--- src/rtl/controller_pkg.sv ---
// Shared constants and control bundles for the pipelined MIPS controller:
// opcode/funct values, ALU/operand/destination encodings, and a helper
// that builds the common "writes a register" control word.
package controller_pkg;

   // Opcode field values
   localparam logic [5:0] OP_RTYPE = 6'b000000;
   localparam logic [5:0] OP_LW    = 6'b100011;
   localparam logic [5:0] OP_SW    = 6'b101011;
   localparam logic [5:0] OP_BEQ   = 6'b000100;
   localparam logic [5:0] OP_BNE   = 6'b000101;
   localparam logic [5:0] OP_ADDI  = 6'b001000;
   localparam logic [5:0] OP_SLTI  = 6'b001010;
   localparam logic [5:0] OP_ANDI  = 6'b001100;
   localparam logic [5:0] OP_ORI   = 6'b001101;
   localparam logic [5:0] OP_XORI  = 6'b001110;
   localparam logic [5:0] OP_LUI   = 6'b001111;
   localparam logic [5:0] OP_J     = 6'b000010;
   localparam logic [5:0] OP_JAL   = 6'b000011;

   // Funct field values (R-type only)
   localparam logic [5:0] FN_ADD   = 6'b100000;
   localparam logic [5:0] FN_SUB   = 6'b100010;
   localparam logic [5:0] FN_AND   = 6'b100100;
   localparam logic [5:0] FN_OR    = 6'b100101;
   localparam logic [5:0] FN_SLT   = 6'b101010;
   localparam logic [5:0] FN_XNOR  = 6'b101000;
   localparam logic [5:0] FN_MULT  = 6'b011000;
   localparam logic [5:0] FN_MULTU = 6'b011001;
   localparam logic [5:0] FN_MFHI  = 6'b001010;
   localparam logic [5:0] FN_MFLO  = 6'b001011;

   // ALU operation codes
   localparam logic [3:0] ALU_AND   = 4'b0000;
   localparam logic [3:0] ALU_OR    = 4'b0001;
   localparam logic [3:0] ALU_ADD   = 4'b0010;
   localparam logic [3:0] ALU_XOR   = 4'b0011;
   localparam logic [3:0] ALU_XNOR  = 4'b0100;
   localparam logic [3:0] ALU_SUB   = 4'b0110;
   localparam logic [3:0] ALU_SLT   = 4'b0111;
   localparam logic [3:0] ALU_PASSB = 4'b1000;

   // ALU B-operand source
   localparam logic [1:0] SRC_REG  = 2'b00;
   localparam logic [1:0] SRC_SIMM = 2'b01;
   localparam logic [1:0] SRC_ZIMM = 2'b10;
   localparam logic [1:0] SRC_LUI  = 2'b11;

   // Destination register select
   localparam logic [1:0] DST_RT = 2'b00;
   localparam logic [1:0] DST_RD = 2'b01;
   localparam logic [1:0] DST_RA = 2'b10;

   // Controls carried from Decode into Execute
   typedef struct packed {
      logic       regwrite;
      logic       memtoreg;
      logic       jal;
      logic       memwrite;
      logic       aluormult;
      logic       lohi;
      logic       multstart;
      logic       multsign;
      logic [3:0] alucontrol;
      logic [1:0] alusrc;
      logic [1:0] regdst;
   } ex_ctrl_t;

   // Full decoder output: pipelined part plus Decode-only branch/jump flags
   typedef struct packed {
      ex_ctrl_t ex;
      logic     beq;
      logic     bne;
      logic     jump;
   } dec_t;

   typedef struct packed {
      logic regwrite;
      logic memtoreg;
      logic jal;
      logic memwrite;
      logic aluormult;
      logic lohi;
   } mem_ctrl_t;

   typedef struct packed {
      logic regwrite;
      logic memtoreg;
      logic jal;
   } wb_ctrl_t;

   // Control word for an ALU instruction that writes a register
   function automatic ex_ctrl_t wr_ctrl(input logic [3:0] alu,
                                        input logic [1:0] src,
                                        input logic [1:0] dst);
      ex_ctrl_t c;
      c            = '0;
      c.regwrite   = 1'b1;
      c.alucontrol = alu;
      c.alusrc     = src;
      c.regdst     = dst;
      return c;
   endfunction

endpackage

--- src/rtl/controller_if.sv ---
// Decode bundle: instruction fields in, decoded control word out.
// master = side that supplies op/fn and consumes the decode,
// slave  = the combinational decoder.
interface controller_if;
   import controller_pkg::*;

   logic [5:0] op;
   logic [5:0] fn;
   dec_t       dec;

   modport master (output op, output fn, input  dec);
   modport slave  (input  op, input  fn, output dec);
endinterface

--- src/rtl/controller_decode.sv ---
// ctrl_decode: purely combinational opcode/funct decoder.
// Multiplier instructions decode only when CTRL_MULT_EN is defined;
// otherwise mult/multu/mfhi/mflo fall through as NOPs.
module ctrl_decode
   import controller_pkg::*;
(
   controller_if.slave dif
);

   dec_t d;

   // Decode op/fn into a control word; anything unlisted stays all-zero (NOP)
   always_comb begin
      d = '0;
      case (dif.op)
         OP_RTYPE: begin
            case (dif.fn)
               FN_ADD:  d.ex = wr_ctrl(ALU_ADD,  SRC_REG, DST_RD);
               FN_SUB:  d.ex = wr_ctrl(ALU_SUB,  SRC_REG, DST_RD);
               FN_AND:  d.ex = wr_ctrl(ALU_AND,  SRC_REG, DST_RD);
               FN_OR:   d.ex = wr_ctrl(ALU_OR,   SRC_REG, DST_RD);
               FN_SLT:  d.ex = wr_ctrl(ALU_SLT,  SRC_REG, DST_RD);
               FN_XNOR: d.ex = wr_ctrl(ALU_XNOR, SRC_REG, DST_RD);
`ifdef CTRL_MULT_EN
               FN_MULT: begin
                  d.ex.multstart = 1'b1;
                  d.ex.multsign  = 1'b1;
               end
               FN_MULTU: d.ex.multstart = 1'b1;
               FN_MFHI: begin
                  d.ex           = wr_ctrl(ALU_AND, SRC_REG, DST_RD);
                  d.ex.aluormult = 1'b1;
                  d.ex.lohi      = 1'b1;
               end
               FN_MFLO: begin
                  d.ex           = wr_ctrl(ALU_AND, SRC_REG, DST_RD);
                  d.ex.aluormult = 1'b1;
               end
`else
               FN_MULT, FN_MULTU, FN_MFHI, FN_MFLO: d = '0;
`endif
               default: d = '0;
            endcase
         end
         OP_LW: begin
            d.ex          = wr_ctrl(ALU_ADD, SRC_SIMM, DST_RT);
            d.ex.memtoreg = 1'b1;
         end
         OP_SW: begin
            d.ex          = wr_ctrl(ALU_ADD, SRC_SIMM, DST_RT);
            d.ex.regwrite = 1'b0;
            d.ex.memwrite = 1'b1;
         end
         OP_BEQ: begin
            d.ex.alucontrol = ALU_SUB;
            d.beq           = 1'b1;
         end
         OP_BNE: begin
            d.ex.alucontrol = ALU_SUB;
            d.bne           = 1'b1;
         end
         OP_ADDI: d.ex = wr_ctrl(ALU_ADD,   SRC_SIMM, DST_RT);
         OP_SLTI: d.ex = wr_ctrl(ALU_SLT,   SRC_SIMM, DST_RT);
         OP_ANDI: d.ex = wr_ctrl(ALU_AND,   SRC_ZIMM, DST_RT);
         OP_ORI:  d.ex = wr_ctrl(ALU_OR,    SRC_ZIMM, DST_RT);
         OP_XORI: d.ex = wr_ctrl(ALU_XOR,   SRC_ZIMM, DST_RT);
         OP_LUI:  d.ex = wr_ctrl(ALU_PASSB, SRC_LUI,  DST_RT);
         OP_J:    d.jump = 1'b1;
         OP_JAL: begin
            d.ex     = wr_ctrl(ALU_ADD, SRC_REG, DST_RA);
            d.ex.jal = 1'b1;
            d.jump   = 1'b1;
         end
         default: d = '0;
      endcase
      dif.dec = d;
   end

endmodule

--- src/rtl/controller.sv ---
// controller: Decode-stage control plus the D->E, E->M and M->W control
// pipeline registers. Optional multiplier support via CTRL_MULT_EN; with it
// undefined the multiplier controls are held at 0.
module controller
   import controller_pkg::*;
(
   input  logic       clk,
   input  logic       rst,
   input  logic [5:0] opD,
   input  logic [5:0] fnD,
   input  logic       equalD,
   input  logic       flushE,
   output logic       regwriteW,
   output logic       memtoregW,
   output logic       jalW,
   output logic       regwriteM,
   output logic       memtoregM,
   output logic       jalM,
   output logic       memwriteM,
   output logic       aluormultM,
   output logic       lohiM,
   output logic       regwriteE,
   output logic       memtoregE,
   output logic       jalE,
   output logic       multstartE,
   output logic       multsignE,
   output logic [3:0] alucontrolE,
   output logic [1:0] alusrcE,
   output logic [1:0] regdstE,
   output logic       branchD,
   output logic       jumpD,
   output logic       pcsrcD
);

   controller_if dif ();

   assign dif.op = opD;
   assign dif.fn = fnD;

   ctrl_decode u_decode (.dif(dif));

   ex_ctrl_t  e_d, e_q;
   mem_ctrl_t m_d, m_q;
   wb_ctrl_t  w_d, w_q;

   // Decode-stage branch/jump resolution, no register stage
   assign branchD = dif.dec.beq | dif.dec.bne;
   assign jumpD   = dif.dec.jump;
   assign pcsrcD  = (dif.dec.beq & equalD) | (dif.dec.bne & ~equalD);

   // Next-state for each pipeline stage; multiplier fields forced low when the feature is absent
   always_comb begin
      e_d = dif.dec.ex;
`ifndef CTRL_MULT_EN
      e_d.multstart = 1'b0;
      e_d.multsign  = 1'b0;
      e_d.aluormult = 1'b0;
      e_d.lohi      = 1'b0;
`endif
      m_d = '{regwrite:  e_q.regwrite,  memtoreg: e_q.memtoreg,
              jal:       e_q.jal,       memwrite: e_q.memwrite,
              aluormult: e_q.aluormult, lohi:     e_q.lohi};
      w_d = '{regwrite: m_q.regwrite, memtoreg: m_q.memtoreg, jal: m_q.jal};
   end

   // D->E register: a flush inserts a bubble without touching later stages
   always_ff @(posedge clk) begin
      if (rst || flushE) e_q <= '0;
      else               e_q <= e_d;
   end

   // E->M and M->W registers
   always_ff @(posedge clk) begin
      if (rst) begin
         m_q <= '0;
         w_q <= '0;
      end else begin
         m_q <= m_d;
         w_q <= w_d;
      end
   end

   assign regwriteE   = e_q.regwrite;
   assign memtoregE   = e_q.memtoreg;
   assign jalE        = e_q.jal;
   assign multstartE  = e_q.multstart;
   assign multsignE   = e_q.multsign;
   assign alucontrolE = e_q.alucontrol;
   assign alusrcE     = e_q.alusrc;
   assign regdstE     = e_q.regdst;

   assign regwriteM  = m_q.regwrite;
   assign memtoregM  = m_q.memtoreg;
   assign jalM       = m_q.jal;
   assign memwriteM  = m_q.memwrite;
   assign aluormultM = m_q.aluormult;
   assign lohiM      = m_q.lohi;

   assign regwriteW = w_q.regwrite;
   assign memtoregW = w_q.memtoreg;
   assign jalW      = w_q.jal;

endmodule

--- config.mk ---
export PLATFORM = sky130hd
export DESIGN_NAME = controller
export DESIGN_NICKNAME = d
export VERILOG_FILES = /design/src/rtl/controller_pkg.sv /design/src/rtl/controller_if.sv /design/src/rtl/controller_decode.sv /design/src/rtl/controller.sv
export SDC_FILE = /design/constraint.sdc
export NUM_CORES = 1
export LEC_CHECK = 0
export CORE_MARGIN = 2
export CORE_UTILIZATION = 43
export CTS_CLUSTER_DIAMETER = 200
export DETAILED_ROUTE_END_ITERATION = 12
export PLACE_DENSITY = 0.82
export SYNTH_ARGS = -nofsm -noshare
export SYNTH_HDL_FRONTEND = slang
export SYNTH_SLANG_ARGS = --single-unit
--- constraint.sdc ---
create_clock -name clk -period 4.67 [get_ports clk]
set_clock_uncertainty 0.15 [all_clocks]
set_input_delay 0.934 -clock clk [delete_from_list [all_inputs] [get_ports clk]]
set_output_delay 0.934 -clock clk [all_outputs]
set_load 0.01 [all_outputs]
Word level (Yosys, flattened, before mapping). Cells that the tools add are included.

Register bits after elaboration: 25. Latch bits: 0. Memory bits (writable): 0. ROM bits: 0. Input bits: 16. Output and inout bits: 25. Logic and storage cells: 58. Memories: 0.

Add/sub/neg operators: 0. Multipliers: 0. Div/mod/pow operators: 0. Magnitude comparators: 0. Eq/ne operators: 18. Shift-type cells: 0. Multiplexer cells: 7. Bitwise logic cells: 5. Reductions and logical operators: 8.

Operators with widths (count): 16-bit one-hot mux with 6 select lines (1); 6-bit equality test (second input constant) (8); 8-bit one-hot mux with 5 select lines (1); 6-bit by 4-bit equality test with 1-bit output (second input constant) (6); 4-bit one-hot mux with 7 select lines (1); 4-bit one-hot mux with 5 select lines (1); 6-bit by 2-bit equality test with 1-bit output (second input constant) (2); 6-bit by 3-bit equality test with 1-bit output (second input constant) (2); 4-bit OR reduction (2); 6-bit logical NOT (1); 6-bit OR reduction (1); 2-bit OR reduction (2); 1-bit 2-to-1 mux (3); 3-bit OR reduction (1); 1-bit AND (2); 1-bit bitwise OR (2); 1-bit logical OR (1); 1-bit inverter (1).

Logic depth before layout (Yosys ltp). Gate-level depths: netlist of run 1.

Depth in word-level cells: 4. Mapped depth: 5.

Cells and area by module. From an unflattened synthesis of run 1, not the netlist that was laid out.

Cells, all modules: 112. Area total of the unflattened synthesis: 1104.8 um^2.

By module, submodules not included: controller (instances 1, cells an instance 56, area each 720.7 um^2); ctrl_decode (instances 1, cells an instance 56, area each 384.1 um^2).

Worst setup path before layout of run 1. Ideal clock, no wire load.

Kind: in2out. Start: input opD[5]. End: output jumpD. Arrival: 1716 ps. Data required time: 3586 ps. Setup slack: 1870 ps. Stages on the path: 3. Path buffers: 0. Path through: or2_1 or3_1 nor2_1.

Word-level cells in the longest chain between the ends: 3. Elaborated cells on any way between the ends: 4.

Ends and longest elaborated chain: start, declared (RTL line controller.sv:9) `input logic [5:0] opD,`; 6-bit by 2-bit equality test with 1-bit output (RTL line controller_decode.sv:15) `case (dif.op)`; 2-bit OR reduction (no source line) *; 1-bit 2-to-1 mux *; end, declared (RTL line controller.sv:31) `output logic jumpD,`.

Mark *: on every way between the ends. The rest lies on a longest branch, timed or not.

Worst setup path in the final report of run 1.
Start: input opD[4]. End: output jumpD.

Same word-level chain as after synthesis.

==> flow_summary.yaml, run 1 <==
hold_path:
  hp-start: "e_q[12]"
  hold_class: "flip-flop to flip-flop"
  holdPathEnd: "memwriteM"
  holdPathStages: 1
yosys:
  syn_area_um2: 902.1
  yosys_warnings: 0
  synthCells: 103
  ys_ff_latch: 19
  yosysUniqueCellTypes: 34
  avgSynthCellArea_um2: 8.758
  yosysSeqAreaShare_pct: 42.16
finish:
  syn_to_final_growth_pct: 35.23
  final_cell_area_um2: 1220
  stdcell_count: 157
  num_antenna_cells: 0
  utilization_pct: 62.18
  nets: 147
  drive_gt1_share_pct: 4.615
clock_network:
  cts_sinks: 19
  root_buffer: "clkbuf_4"
  cts.clk_slew.worst_paths_ns: 0.09
  cts_made_buffers: 3
  clk_latency_ns: 0.28
  cts_setup_buffers: 0
  post_cts_resized: 0
  postCtsHoldBufs: 0
  htree_levels: 1
  clk_path_buf_depth: 2
  cts_tree: "yes"
worst_setup_path:
  worstPathArrival_ns: 2.85
  criticalPathCategory: "primary input to output pin"
  worstRegToRegCells: 1
  r2r-start: "regwriteM"
  cp_max_fo: 8
  reg2reg_to: "regwriteW"
  startpoint_type: "primary input"
  critPathRequiredTime_ns: 3.59
  ff2ff_setup_slack_ns: 3.96
  endpoint_kind: "output pin"
floorplanning:
  io_pins: 41
  core.rowCount: 16
  die_h_um: 49.81
  die_w_um: 49.81
  initial_utilization_pct: 45.98
  core-area_um2: 1962
  dieArea_um2: 2481
route:
  vias: 764
  wl_per_cell_um: 11.85
  wirelength_um: 1861
  ant_nets: 0
  remaining_drc_errors: 0
  firstDrtPassIters: 4
  vias_per_cell: 4.866
  drt_first_iter_violations: 37
power_and_ir_drop:
  total_power_uw: 280.9
  cellPowerDensity_nw_per_um2: 230.3
  peakVddDrop_mv: 0.1001
  leakage_nw: 0.4237
global_route:
  grt_pass1_wl_um: 3042
  grt_util_met1_pct: 18.68
  grt_antenna_before_repair: 0
  use_met3_pct: 2.727
  grt_pass1_vias: 724
  gr-max-usage-layer: "met2"
  grt_max_degree: 15
  overflow: 0
  use_met2_pct: 28.00
  grt_util_all_layers_pct: 15.69
sta:
  min_period_ns: 3.930
  finalCritPeriodShare_pct: 84.16
  rsz0062_at_grt: "no"
  hold_viol: 0
  slew_violations: 0
  fin_setup_tns_ns: 0
  fmax_mhz: 254.4
  setup_viol: 0
run:
  max-cap-violations: 0
placed_design:
  dp_hpwl_um: 1473
  port_buffers: 36
  placedCellCount: 153
  place_area_um2: 1194
  gp_congestion: 0.9299
run_status:
  status: "finished clean"
[how the worst max path moves through the flow]
stage                     startpoint  endpoint  depth (start not counted)
after floorplan               opD[5]     jumpD                          3
after global placement        opD[4]     jumpD                          5
after detailed placement      opD[4]     jumpD                          5
after CTS                     opD[4]     jumpD                          5
after global routing          opD[4]     jumpD                          5
final                         opD[4]     jumpD                          5
[placed cells by master, fill, tap and decap left out]
cell / netlist / final
clkdlybuf4s50_1: 0 / 36
dfxtp_1: 19 / 19
nor2b_1: 11 / 11
nor2_1: 8 / 8
nor3_1: 4 / 4
nor4_1: 4 / 4
nand2_1: 4 / 4
a21oi_1: 4 / 4
o21ai_0: 4 / 4
conb_1: 1 / 4
inv_1: 3 / 3
or3_1: 3 / 3
mux2i_1: 3 / 3
clkbuf_4: 0 / 3
nand2b_1: 2 / 2
or2_1: 1 / 1
xnor2_1: 1 / 1
or2_2: 1 / 1
nor3b_1: 1 / 1
nor4_2: 1 / 1
o2111ai_1: 1 / 1
nand3b_1: 1 / 1
o22ai_1: 1 / 1
and4_1: 1 / 1
a31oi_1: 1 / 1
o211ai_1: 1 / 1
a22oi_1: 1 / 1
nand3_1: 1 / 1
a32oi_1: 1 / 1
or3b_1: 1 / 1
a21oi_2: 1 / 1
o21a_1: 1 / 1
clkbuf_1: 2 / 1
[metal layers]
metal  share of wire, %  routed length, um  vias up
li1                   -                  -      392
met1                 44                825      319
met2                 47                867       51
met3                7.8                145        2
met4                1.2                 23        0
met5                  0                  0        -
[kinds of logic after synthesis]
family / after synthesis / share of synthesized area, %
DFF: 19 / 42.16
and+or+nand+nor: 44 / 28.02
muxes: 3 / 3.329
xor gates and xnor gates: 1 / 0.9711
AOI/OAI and AO/OA: 16 / 11.24
other: 1 / 0.4157
buffers and inverters: 19 / 13.87
[where the power goes]
part | internal [mW] | total [mW] | switching, mW
clock | 0.0331 | 0.0752 | 0.0422
sequential | 0.163 | 0.163 | 0.000277
combinational | 0.0206 | 0.0427 | 0.0221
total | 0.216 | 0.281 | 0.0645
[sequential cells by signal, indices dropped and copies added (netlist names)]
| register | flops |
|---|---|
| memtoregE | 1 |
| e_q | 1 |
| regwriteE | 1 |
| regwriteW | 1 |
| memtoregM | 1 |
| jalE | 1 |
| regdstE | 2 |
| alucontrolE | 4 |
| jalM | 1 |
| memtoregW | 1 |
| regwriteM | 1 |
| memwriteM | 1 |
| jalW | 1 |
| alusrcE | 2 |
[final cells by class]
class	count	area (um^2)
tap	27	33.78
multi-input combinational	68	407.9
sequential	19	380.4
fill	181	742.0
inverter	3	11.26
clock buffer	4	26.28
timing repair buffer	36	360.3
[worst max-delay path: stages]
cell             delay [ns]
clkdlybuf4s50_1        0.56
or2_1                  0.33
or3_1                  0.37
nor2_1                 0.11
clkdlybuf4s50_1        0.55
[per-stage QoR]
stage | setup WS (ns) | hold slack, ns
floorplan | 1.870 | 0.2638
global placement | 0.8157 | 0.2732
detailed placement | 0.7943 | 0.2712
CTS | 0.7752 | 0.2932
global route | 0.6452 | 0.3066
finish | 0.7397 | 0.2921
[cell usage after synthesis]
| cell | number | area (um^2) |
|---|---|---|
| o22ai_1 | 1 | 6.260 |
| a21oi_1 | 4 | 20.02 |
| a22oi_1 | 1 | 7.510 |
| clkbuf_1 | 2 | 7.510 |
| a31oi_1 | 1 | 6.260 |
| or2_2 | 1 | 6.260 |
| o2111ai_1 | 1 | 8.760 |
| nand2_1 | 4 | 15.01 |
| or3b_1 | 1 | 8.760 |
| or3_1 | 3 | 18.77 |
| xnor2_1 | 1 | 8.760 |
| nor4_1 | 4 | 25.02 |
| nand3_1 | 1 | 5.000 |
| conb_1 | 1 | 3.750 |
| mux2i_1 | 3 | 30.03 |
| buf_2 | 1 | 5.000 |
| o21a_1 | 1 | 7.510 |
| a21oi_2 | 1 | 8.760 |
| and4_1 | 1 | 8.760 |
| o211ai_1 | 1 | 7.510 |
| nor3b_1 | 1 | 7.510 |
| a32oi_1 | 1 | 8.760 |
| o21ai_0 | 4 | 20.02 |
| dfxtp_1 | 19 | 380.4 |
| nor2b_1 | 11 | 68.82 |
| nor4_2 | 1 | 12.51 |
| nand3b_1 | 1 | 7.510 |
| buf_4 | 12 | 90.09 |
| nor2_1 | 8 | 30.03 |
| inv_1 | 3 | 11.26 |
| nand2b_1 | 2 | 12.51 |
| buf_6 | 1 | 11.26 |
| nor3_1 | 4 | 20.02 |
| or2_1 | 1 | 6.260 |
(Power assumes the default switching activity.)
==> run 2, diff against run 1 <==
- CORE_UTILIZATION: 43 -> 40
- PLACE_DENSITY: 0.82 -> 0.77
- clock period: 4.67 -> 4.1 ns (I/O delays scaled with it)
==> run 2 against run 1 <==
  * Clock power is 17% higher
  * Power is 15% higher
  * Core utilization shrank 5.9 points
  * Critical endpoint unchanged
  * Highest routed layer unchanged
==> flow_summary.yaml, run 2 (same netlist as run 1, synthesis figures left out) <==
global_route:
  grt_max_degree: 15
  gr-max-usage-layer: "met2"
  grt_util_met1_pct: 16.97
  grt_pass1_vias: 663
  overflow: 0
  grt_pass1_wl_um: 2815
  use_met2_pct: 23.29
  use_met3_pct: 2.586
  grt_util_all_layers_pct: 14.21
  grt_antenna_before_repair: 0
finish:
  mostFrequentLayoutCells: "clkdlybuf4s50_1, dfxtp_1, nor2b_1"
  num_antenna_cells: 0
  final_common_cell: "clkdlybuf4s50_1"
  final_cell_area_um2: 1221
  drive_gt1_share_pct: 4.615
  largest_register_ffs: 4
  nets: 147
  syn_to_final_growth_pct: 35.37
placed_design:
  place_ws_ns: 0.4302
  dp_hpwl_um: 1372
  gp_congestion: 0.8348
  port_buffers: 36
  place_area_um2: 1195
route:
  ant_nets: 0
  vias_per_cell: 5.152
  firstDrtPassIters: 4
  remaining_drc_errors: 0
  wirelength_um: 1736
  vias: 814
  drt_first_iter_violations: 26
  wl_per_cell_um: 10.99
floorplanning:
  io_pins: 41
  die_w_um: 51.49
  dieArea_um2: 2651
  initial_utilization_pct: 41.58
  die_h_um: 51.49
  core.rowCount: 17
  core-area_um2: 2170
sta:
  whs_ns: 0.2995
  min_period_ns: 3.687
  finalCritPeriodShare_pct: 89.92
  setup_viol: 0
  fmax_mhz: 271.2
  worst_slack_ns: 0.4134
  slew_violations: 0
  hold_viol: 0
  fin_setup_tns_ns: 0
  rsz0062_at_grt: "no"
worst_setup_path:
  path_common_cell: "clkdlybuf4s50_1"
  cp_max_fo: 8
  worstPathArrival_ns: 2.72
  path_cells: "clkdlybuf4s50_1 -> or2_1 -> or3_1 -> nor2_1 -> clkdlybuf4s50_1"
  critPathRequiredTime_ns: 3.13
  endpoint_kind: "output pin"
  slowest_delay_ns: 0.56
  cpMaxStageDelayCell: "clkdlybuf4s50_1"
  cpLargestDelayFamily: "buffers and inverters"
  startpoint_type: "primary input"
  criticalPathCategory: "primary input to output pin"
  critPathBufInv: 2
run_status:
  status: "finished clean"
clock_network:
  cts_made_buffers: 3
  htree_levels: 1
  clk_latency_ns: 0.28
  postCtsHoldBufs: 0
  cts_tree: "yes"
  clk_path_buf_depth: 2
  post_cts_resized: 0
  cts_sinks: 19
  cts_setup_buffers: 0
  root_buffer: "clkbuf_4"
  cts.clk_slew.worst_paths_ns: 0.09
power_and_ir_drop:
  cellPowerDensity_nw_per_um2: 263.5
  peakVddDrop_mv: 0.1336
  total_power_uw: 321.8
  leakage_nw: 0.4237
run:
  max-cap-violations: 0
hold_path:
  hold_class: "flip-flop to flip-flop"
==> run 2: final timing paths <==
kind         depth (start not counted)  slack [ns]       from   endpoint
max                                  5        0.41     opD[4]      jumpD
min                                  1        0.30    e_q[12]  memwriteM
max reg2reg                          1        3.39  memtoregE  memtoregM
min reg2reg                          1        0.30    e_q[12]  memwriteM
==> run 2: report_power, final <==
| part | switching [mW] | internal (mW) | total, mW |
|---|---|---|---|
| Clock | 0.0501 | 0.0378 | 0.0879 |
| Combinational | 0.0246 | 0.0235 | 0.0482 |
| Sequential | 0.000300 | 0.185 | 0.186 |
==> run 2: cell type report <==
type / instances / area, um^2
Multi-Input combinational cell: 68 / 407.9
Fill cell: 204 / 948.4
Tap cell: 28 / 35.03
Timing Repair Buffer: 36 / 360.3
Sequential cell: 19 / 380.4
Inverter: 3 / 11.26
Clock buffer: 4 / 26.28
==> run 2: per-layer routing <==
| metal | up-vias | part of all wire [%] |
|---|---|---|
| li1 | 401 | - |
| met4 | 0 | 2.6 |
| met2 | 46 | 47 |
| met3 | 4 | 8.0 |
| met5 | - | 0 |
| met1 | 363 | 42 |
==> run 2: through the flow <==
stage,std cells,util [%]
after floorplan,106,-
after detailed placement,154,55.07
after global routing,158,56.29
after CTS,158,56.29
final,158,56.29
after global placement,154,55.07
==> run 3, diff against run 2 <==
- GPL_TIMING_DRIVEN: unset -> 0
- SLEW_MARGIN: unset -> 40
==> run 3 against run 2 <==
  * Die area unchanged
  * Maximum frequency down 0.22%
  * Combinational power up 7.7%
  * Non-clock buffer count up 14
  * Register-to-register slack about the same
  * Count of clock-buffer cells in the layout unchanged
  * Clock power down 2.7%
==> flow_summary.yaml, run 3 (same netlist as run 1, synthesis figures left out) <==
route:
  firstDrtPassIters: 4
  remaining_drc_errors: 0
  vias: 826
  wl_per_cell_um: 10.51
  vias_per_cell: 4.802
  wirelength_um: 1807
  ant_nets: 0
  drt_first_iter_violations: 23
run:
  max-cap-violations: 0
run_status:
  status: "finished clean"
power_and_ir_drop:
  leakage_nw: 0.4936
  peakVddDrop_mv: 0.1234
  cellPowerDensity_nw_per_um2: 245.7
worst_setup_path:
  cp_max_fo: 8
  startpoint_type: "primary input"
  endpoint_kind: "output pin"
  worstPathArrival_ns: 2.72
  critPathRequiredTime_ns: 3.13
  criticalPathCategory: "primary input to output pin"
finish:
  final_cell_area_um2: 1315
  n_fill_cell: 203
  num_antenna_cells: 0
  stdcell_count: 172
  multi_input_area_um2: 407.9
  layout.area.seq_um2: 380.4
  nets: 161
  largest_register_ffs: 4
  drive_gt1_share_pct: 13.89
  mostFrequentLayoutCells: "clkdlybuf4s50_1, dfxtp_1, buf_4"
  syn_to_final_growth_pct: 45.77
  final_common_cell: "clkdlybuf4s50_1"
global_route:
  use_met2_pct: 23.72
  overflow: 0
  grt_util_met1_pct: 18.88
  use_met3_pct: 1.724
  grt_pass1_wl_um: 2946
  grt_max_degree: 11
  grt_util_all_layers_pct: 14.43
  grt_pass1_vias: 693
  gr-max-usage-layer: "met2"
  grt_antenna_before_repair: 0
sta:
  whs_ns: 0.2956
  worst_slack_ns: 0.4051
  rsz0062_at_grt: "no"
  fin_setup_tns_ns: 0
  slew_violations: 0
  finalCritPeriodShare_pct: 90.12
  fmax_mhz: 270.6
  min_period_ns: 3.695
  hold_viol: 0
  setup_viol: 0
floorplanning:
  dieArea_um2: 2651
  io_pins: 41
  die_w_um: 51.49
  die_h_um: 51.49
  initial_utilization_pct: 41.58
  core-area_um2: 2170
  core.rowCount: 17
clock_network:
  cts_setup_buffers: 0
  cts_made_buffers: 3
  cts_tree: "yes"
  clk_latency_ns: 0.28
  root_buffer: "clkbuf_4"
  cts_sinks: 19
  post_cts_resized: 0
  cts.clk_slew.worst_paths_ns: 0.10
  htree_levels: 1
  postCtsHoldBufs: 0
  clk_path_buf_depth: 2
hold_path:
  hold_class: "flip-flop to flip-flop"
placed_design:
  placedCellCount: 168
  gp_congestion: 0.8676
  dp_hpwl_um: 1424
  place_ws_ns: 0.4130
  port_buffers: 34
  place_area_um2: 1289
## run 3: cell count changes in the layout (fill, tap and decap cells not counted)
cell	change
buf_2	+1
buf_4	+12
buf_6	+1
clkbuf_1	+2
clkdlybuf4s50_1	-2
## run 3: critical path: stages
cell and delay [ns]:
clkdlybuf4s50_1 0.56, or2_1 0.34, or3_1 0.36, nor2_1 0.11, clkdlybuf4s50_1 0.54
## run 3: cell type report
| type | instances | area share (%) |
|---|---|---|
| Timing Repair Buffer | 34 | 25.88 |
| Clock buffer | 4 | 1.998 |
| Buffer | 16 | 8.658 |
| Sequential cell | 19 | 28.92 |
| Tap cell | 28 | 2.664 |
| Inverter | 3 | 0.8563 |
| Multi-Input combinational cell | 68 | 31.02 |
## run 3: worst paths after layout
path / depth (start not counted) / slack, ns / end / start
min: 1 / 0.30 / memwriteM / e_q[12]
min reg2reg: 1 / 0.30 / memwriteM / e_q[12]
max: 5 / 0.41 / jumpD / opD[4]
max reg2reg: 1 / 3.38 / memtoregW / memtoregM
## run 3: where the power goes
part | switching, mW | internal (mW) | leakage [nW]
sequential | 0.000291 | 0.185 | 0.153
combinational | 0.0253 | 0.0265 | 0.326
clock | 0.0478 | 0.0377 | 0.0150
total | 0.0735 | 0.250 | 0.494
## run 3: metrics by stage
step | util (%) | power [mW]
2_1_floorplan | - | 0.2176
3_3_place_gp | 59.40 | 0.2403
3_5_place_dp | 59.40 | 0.2413
4_1_cts | 60.61 | 0.3255
5_1_grt | 60.61 | 0.3400
6_report | 60.61 | 0.3230
## run 3: metal layers
| layer | vias up | part of all wire, % |
|---|---|---|
| met1 | 368 | 42 |
| met3 | 2 | 7.7 |
| met5 | - | 0 |
| met2 | 37 | 49 |
| met4 | 0 | 1.1 |
| li1 | 419 | - |
==> edit 1, RTL diff (config.mk and constraints of run 3) <==
The option `CTRL_MULT_EN` is turned on by a define.
--- a/src/rtl/controller_decode.sv
+++ b/src/rtl/controller_decode.sv
@@ -1,6 +1,8 @@
 // ctrl_decode: purely combinational opcode/funct decoder.
 // Multiplier instructions decode only when CTRL_MULT_EN is defined;
 // otherwise mult/multu/mfhi/mflo fall through as NOPs.
+`define CTRL_MULT_EN
+
 module ctrl_decode
    import controller_pkg::*;
 (
Check against the original RTL: not equivalent (a bounded check fails within 4 cycles, from zero or initial values and one cycle with rst high).
==> edit 1 against run 3 <==
Power up 24%. Non-clock buffer count down 1. Wire length up 17%. Design area up 13%. Sequential cell count up 6. Clock power up 26%. Worst setup slack better by 340 ps. Sequential share of layout area up 4.6 points. Worst hold slack better by 8.0 ps. Area after synthesis up 20%. Critical path type unchanged. Largest power group unchanged.
==> edit 1: results (changes against run 3) <==
[run_status]
status = finished, final reports clean  ; unchanged

[route]
avgViaCountPerCell = 4.93  ; was 4.80
wirelength_um = 2120  ; was 1810 um
wl_per_cell_um = 11.6  ; was 10.5 um
wl_met3_um = 160  ; was 139 um
dr.first_iter.drc_count = 14  ; was 23
wl_met1_um = 927  ; was 753 um
dr_wl_met2_um = 1010  ; was 894 um

[synth]
syn-num-nets = 131
synth-seq-area-share_pct = 46.2  ; was 42.2%
synth_commonest_cells = dfxtp_1, nor2b_1, buf_4  ; was dfxtp_1, buf_4, nor2b_1
syn_avg_cell_area_um2 = 9.42  ; was 8.76 um2
netlist_top_cells_area = dfxtp_1, nor2b_1, buf_4, nor3_1, a21oi_1  ; was dfxtp_1, buf_4, nor2b_1, mux2i_1, nor2_1
ys_types = 37  ; was 34

[setup_path]
crit_arrival_ps = 2380  ; was 2720 ps
cpPeakStageDelay_ps = 580  ; was 560 ps
cpLargestDelayFamily = simple AND/OR/NAND/NOR gates  ; was buffers and inverters
cp_max_fo = 10  ; was 8

[clock_network]
clk_latency_ps = 310  ; was 280 ps
clk_pin_slew_ps = 130  ; was 100 ps

[global_route]
grt_max_degree = 16  ; was 11
grt_pass1_wl_um = 3480  ; was 2950 um
grt_pass1_vias = 812  ; was 693
grtUsageTotal_pct = 13.7  ; was 14.4%
antenna_found_initial = 0  ; unchanged

[placement]
dp_hpwl_um = 1650  ; was 1420 um
gp_congestion = 0.897  ; was 0.868
dp_cells = 179  ; was 168

[layout]
nets = 170  ; was 161
drive_gt1_share_pct = 15.7  ; was 13.9%

[pwr]
peakVddDrop_mv = 0.185  ; was 0.123 mV
p_leak_nw = 0.550  ; was 0.494 nW

## edit 1: layout make-up
type                    instances  area, um2
clock inverters                 1       7.51
repair buffers                 34        340
multi-input cells              72        473
fillers                       238       1030
flip-flops and latches         25        500
plain buffers                  15       98.8
clock buffers                   3       22.5
well taps                      30       37.5
inverters                       3       11.3
## edit 1: layer usage
metal	vias up	global-route usage, %
met4	0	6.46
li1	466	-
met1	392	16.9
met3	4	4.19
met2	40	21.8
met5	-	0
## edit 1: per-stage QoR
stage	cell area (um2)	setup slack [ps]	power, mW
6_report	1490	748	0.401
5_1_grt	1490	623	0.420
4_1_cts	1490	739	0.406
3_5_place_dp	1460	763	0.298
3_3_place_gp	1460	792	0.297
2_1_floorplan	1080	1230	0.278
## edit 1: final timing paths
path | cells past startpoint | endpoint | slack [ps] | startpoint
max | 4 | pcsrcD | 750 | opD[3]
min | 1 | lohiM | 300 | e_q[10]
max reg2reg | 1 | regwriteW | 3390 | regwriteM
min reg2reg | 1 | lohiM | 300 | e_q[10]
## edit 1: cells by family (layout without fill, tap and decap cells)
group / Yosys count / count (layout) / share of synthesized area, %
DFF: 25 / 25 / 46.2
AOI/OAI and AO/OA: 16 / 16 / 10.3
xor gates and xnor gates: 1 / 1 / 0.808
buffers and inverters: 18 / 56 / 10.2
muxes: 2 / 2 / 1.96
and+or+nand+nor: 53 / 53 / 30.6
## edit 1: power by group
group | switching, mW | internal [mW] | total, mW
Clock | 0.0709 | 0.0371 | 0.108
Combinational | 0.0257 | 0.0235 | 0.0492
Sequential | 0.000303 | 0.244 | 0.244
==> edit 2, RTL diff (settings of run 3) <==
Made on the original files. Reset style: asynchronous (`rst`), changed in one clocked block.
--- a/src/rtl/controller.sv
+++ b/src/rtl/controller.sv
@@ -70,7 +70,7 @@
    end
 
    // E->M and M->W registers
-   always_ff @(posedge clk) begin
+   always_ff @(posedge clk or posedge rst) begin
       if (rst) begin
          m_q <= '0;
          w_q <= '0;
Check against the original RTL: differs if rst is asserted again (counterexample within 4 cycles, from zero or initial values and one cycle with rst high); with rst held inactive, the same outputs for 10 cycles.
==> edit 2 against run 3 <==
Wire length decreased by 0.17%. Largest power group unchanged. Global-route usage increased by 0.34 points. Register-to-register slack improved by 80 ps. Worst setup slack got worse by 55 ps. Die area decreased by 0.52%. Sequential cell count unchanged. Via count decreased by 3.0%. Design area decreased by 0.29%. Power increased by 1.1%. Critical path depth unchanged. Critical path type unchanged. Area after synthesis decreased by 0.55%.
==> edit 2: results (changes against run 3) <==
[setup_path]
reg2reg_from = regwriteM  ; was memtoregM
worstReg2RegEnd = regwriteW  ; was memtoregW
crit_arrival_ps = 2780  ; was 2720 ps
r2r_slack_ps = 3460  ; was 3380 ps
cpPeakStageDelay_ps = 570
reg2regPathDepth = 0  ; was 1

[clock_network]
cts-root-buf = clkbuf_4  ; unchanged
clock_path_buffers = 2  ; unchanged
clk_latency_ps = 290

[placement]
place_area_mm2 = 0.00128  ; was 0.00129 mm2
dp_hpwl_um = 1460  ; was 1420 um
port_buffers = 34  ; unchanged
gp_congestion = 0.829  ; was 0.868
dp_cells = 161  ; was 168

[synth]
netlist_top_cells_area = dfxtp_1, dfrtp_1, buf_4, mux2i_1, nor2_1  ; was dfxtp_1, buf_4, nor2b_1, mux2i_1, nor2_1
synth-seq-area-share_pct = 46.3  ; was 42.2%
async_flop_share_pct = 36.8  ; was 0%
ys_types = 36  ; was 34
synth_cells = 96  ; was 103
ys.warnings.count = 0  ; unchanged
synth_commonest_cells = buf_4, dfxtp_1, nor2_1  ; was dfxtp_1, buf_4, nor2b_1

[run_status]
status = finished, final reports clean  ; unchanged

[global_route]
grt_max_degree = 12  ; was 11
grt_util_met2_pct = 25.1  ; was 23.7%
grtUsageTotal_pct = 14.8  ; was 14.4%
grt_pass1_wl_um = 2940  ; was 2950 um
use_met3_pct = 2.05  ; was 1.72%
grtUsageMet1_pct = 18.0  ; was 18.9%
grt_pass1_vias = 717  ; was 693

[route]
avgViaCountPerCell = 4.85  ; was 4.80
dr.first_iter.drc_count = 13  ; was 23
drt_pass1_iterations = 4  ; unchanged
wirelength_um = 1800  ; was 1810 um

[worst_hold_path]
whs_endpoint = memwriteM  ; unchanged
holdPathStages = 0  ; was 1
min-delay-start = e_q[12]  ; unchanged

[pwr]
peakVddDrop_mv = 0.107  ; was 0.123 mV
p_leak_nw = 0.531  ; was 0.494 nW
p_sw_mw = 0.0768  ; was 0.0735 mW

[layout]
drive_gt1_share_pct = 16.8  ; was 13.9%
nets = 154  ; was 161
nFillCells = 200  ; was 203
fin_cells = 165  ; was 172

[edit 2: changes by cell type in the layout (fill, tap and decap cells not counted), moves of 2 or more]
cell,delta
clkbuf_1,-2
dfxtp_1,-7
nor2b_1,-8
dfrtp_1,+7
[edit 2: area by class of cell]
cell class	count	share of cell area, %
Sequential cell	19	31.7
Multi-Input combinational cell	61	28.1
Timing Repair Buffer	34	26.0
Buffer	15	8.40
Tap cell	28	2.67
Clock buffer	3	1.72
Inverter	4	1.15
Clock inverter	1	0.382
[edit 2: worst max-delay path: cells and delay by family]
kind	cells	cell delay, ps
buf+inv	2	1110
simple gates	3	850
[edit 2: kinds of logic after synthesis]
family / synth area share (%)
compound gates: 11.3
xor+xnor: 0.976
buf+inv: 13.9
flops: 46.3
mux: 3.35
other cells: 0.418
simple gates: 23.7
[edit 2: how the worst max path moves through the flow]
| stage | start | to |
|---|---|---|
| floorplan | opD[5] | jumpD |
| global placement | opD[4] | jumpD |
| detailed placement | opD[4] | jumpD |
| CTS | opD[4] | jumpD |
| global route | opD[4] | jumpD |
| finish | opD[4] | jumpD |
[edit 2: layer usage]
layer	vias to the layer above	share of wire (%)
li1	401	-
met1	358	42
met2	38	51
met3	4	6.8
met4	0	0.89
met5	-	0
[edit 2: power by group through the flow]
stage               logic [mW]  registers [mW]  clock network [mW]
floorplan               0.0273           0.192                   0
global placement        0.0509           0.191                   0
detailed placement      0.0522           0.191                   0
CTS                     0.0523           0.187              0.0926
global route            0.0576           0.187               0.101
finish                  0.0527           0.187              0.0869
[edit 2: stage by stage]
stage	utilization [%]	setup WS [ps]	power, mW	hold WS [ps]
2_1_floorplan	-	1470	0.219	166
3_3_place_gp	59.2	382	0.242	170
3_5_place_dp	59.2	343	0.243	171
4_1_cts	60.4	347	0.332	185
5_1_grt	60.4	283	0.346	208
6_report	60.4	350	0.327	184
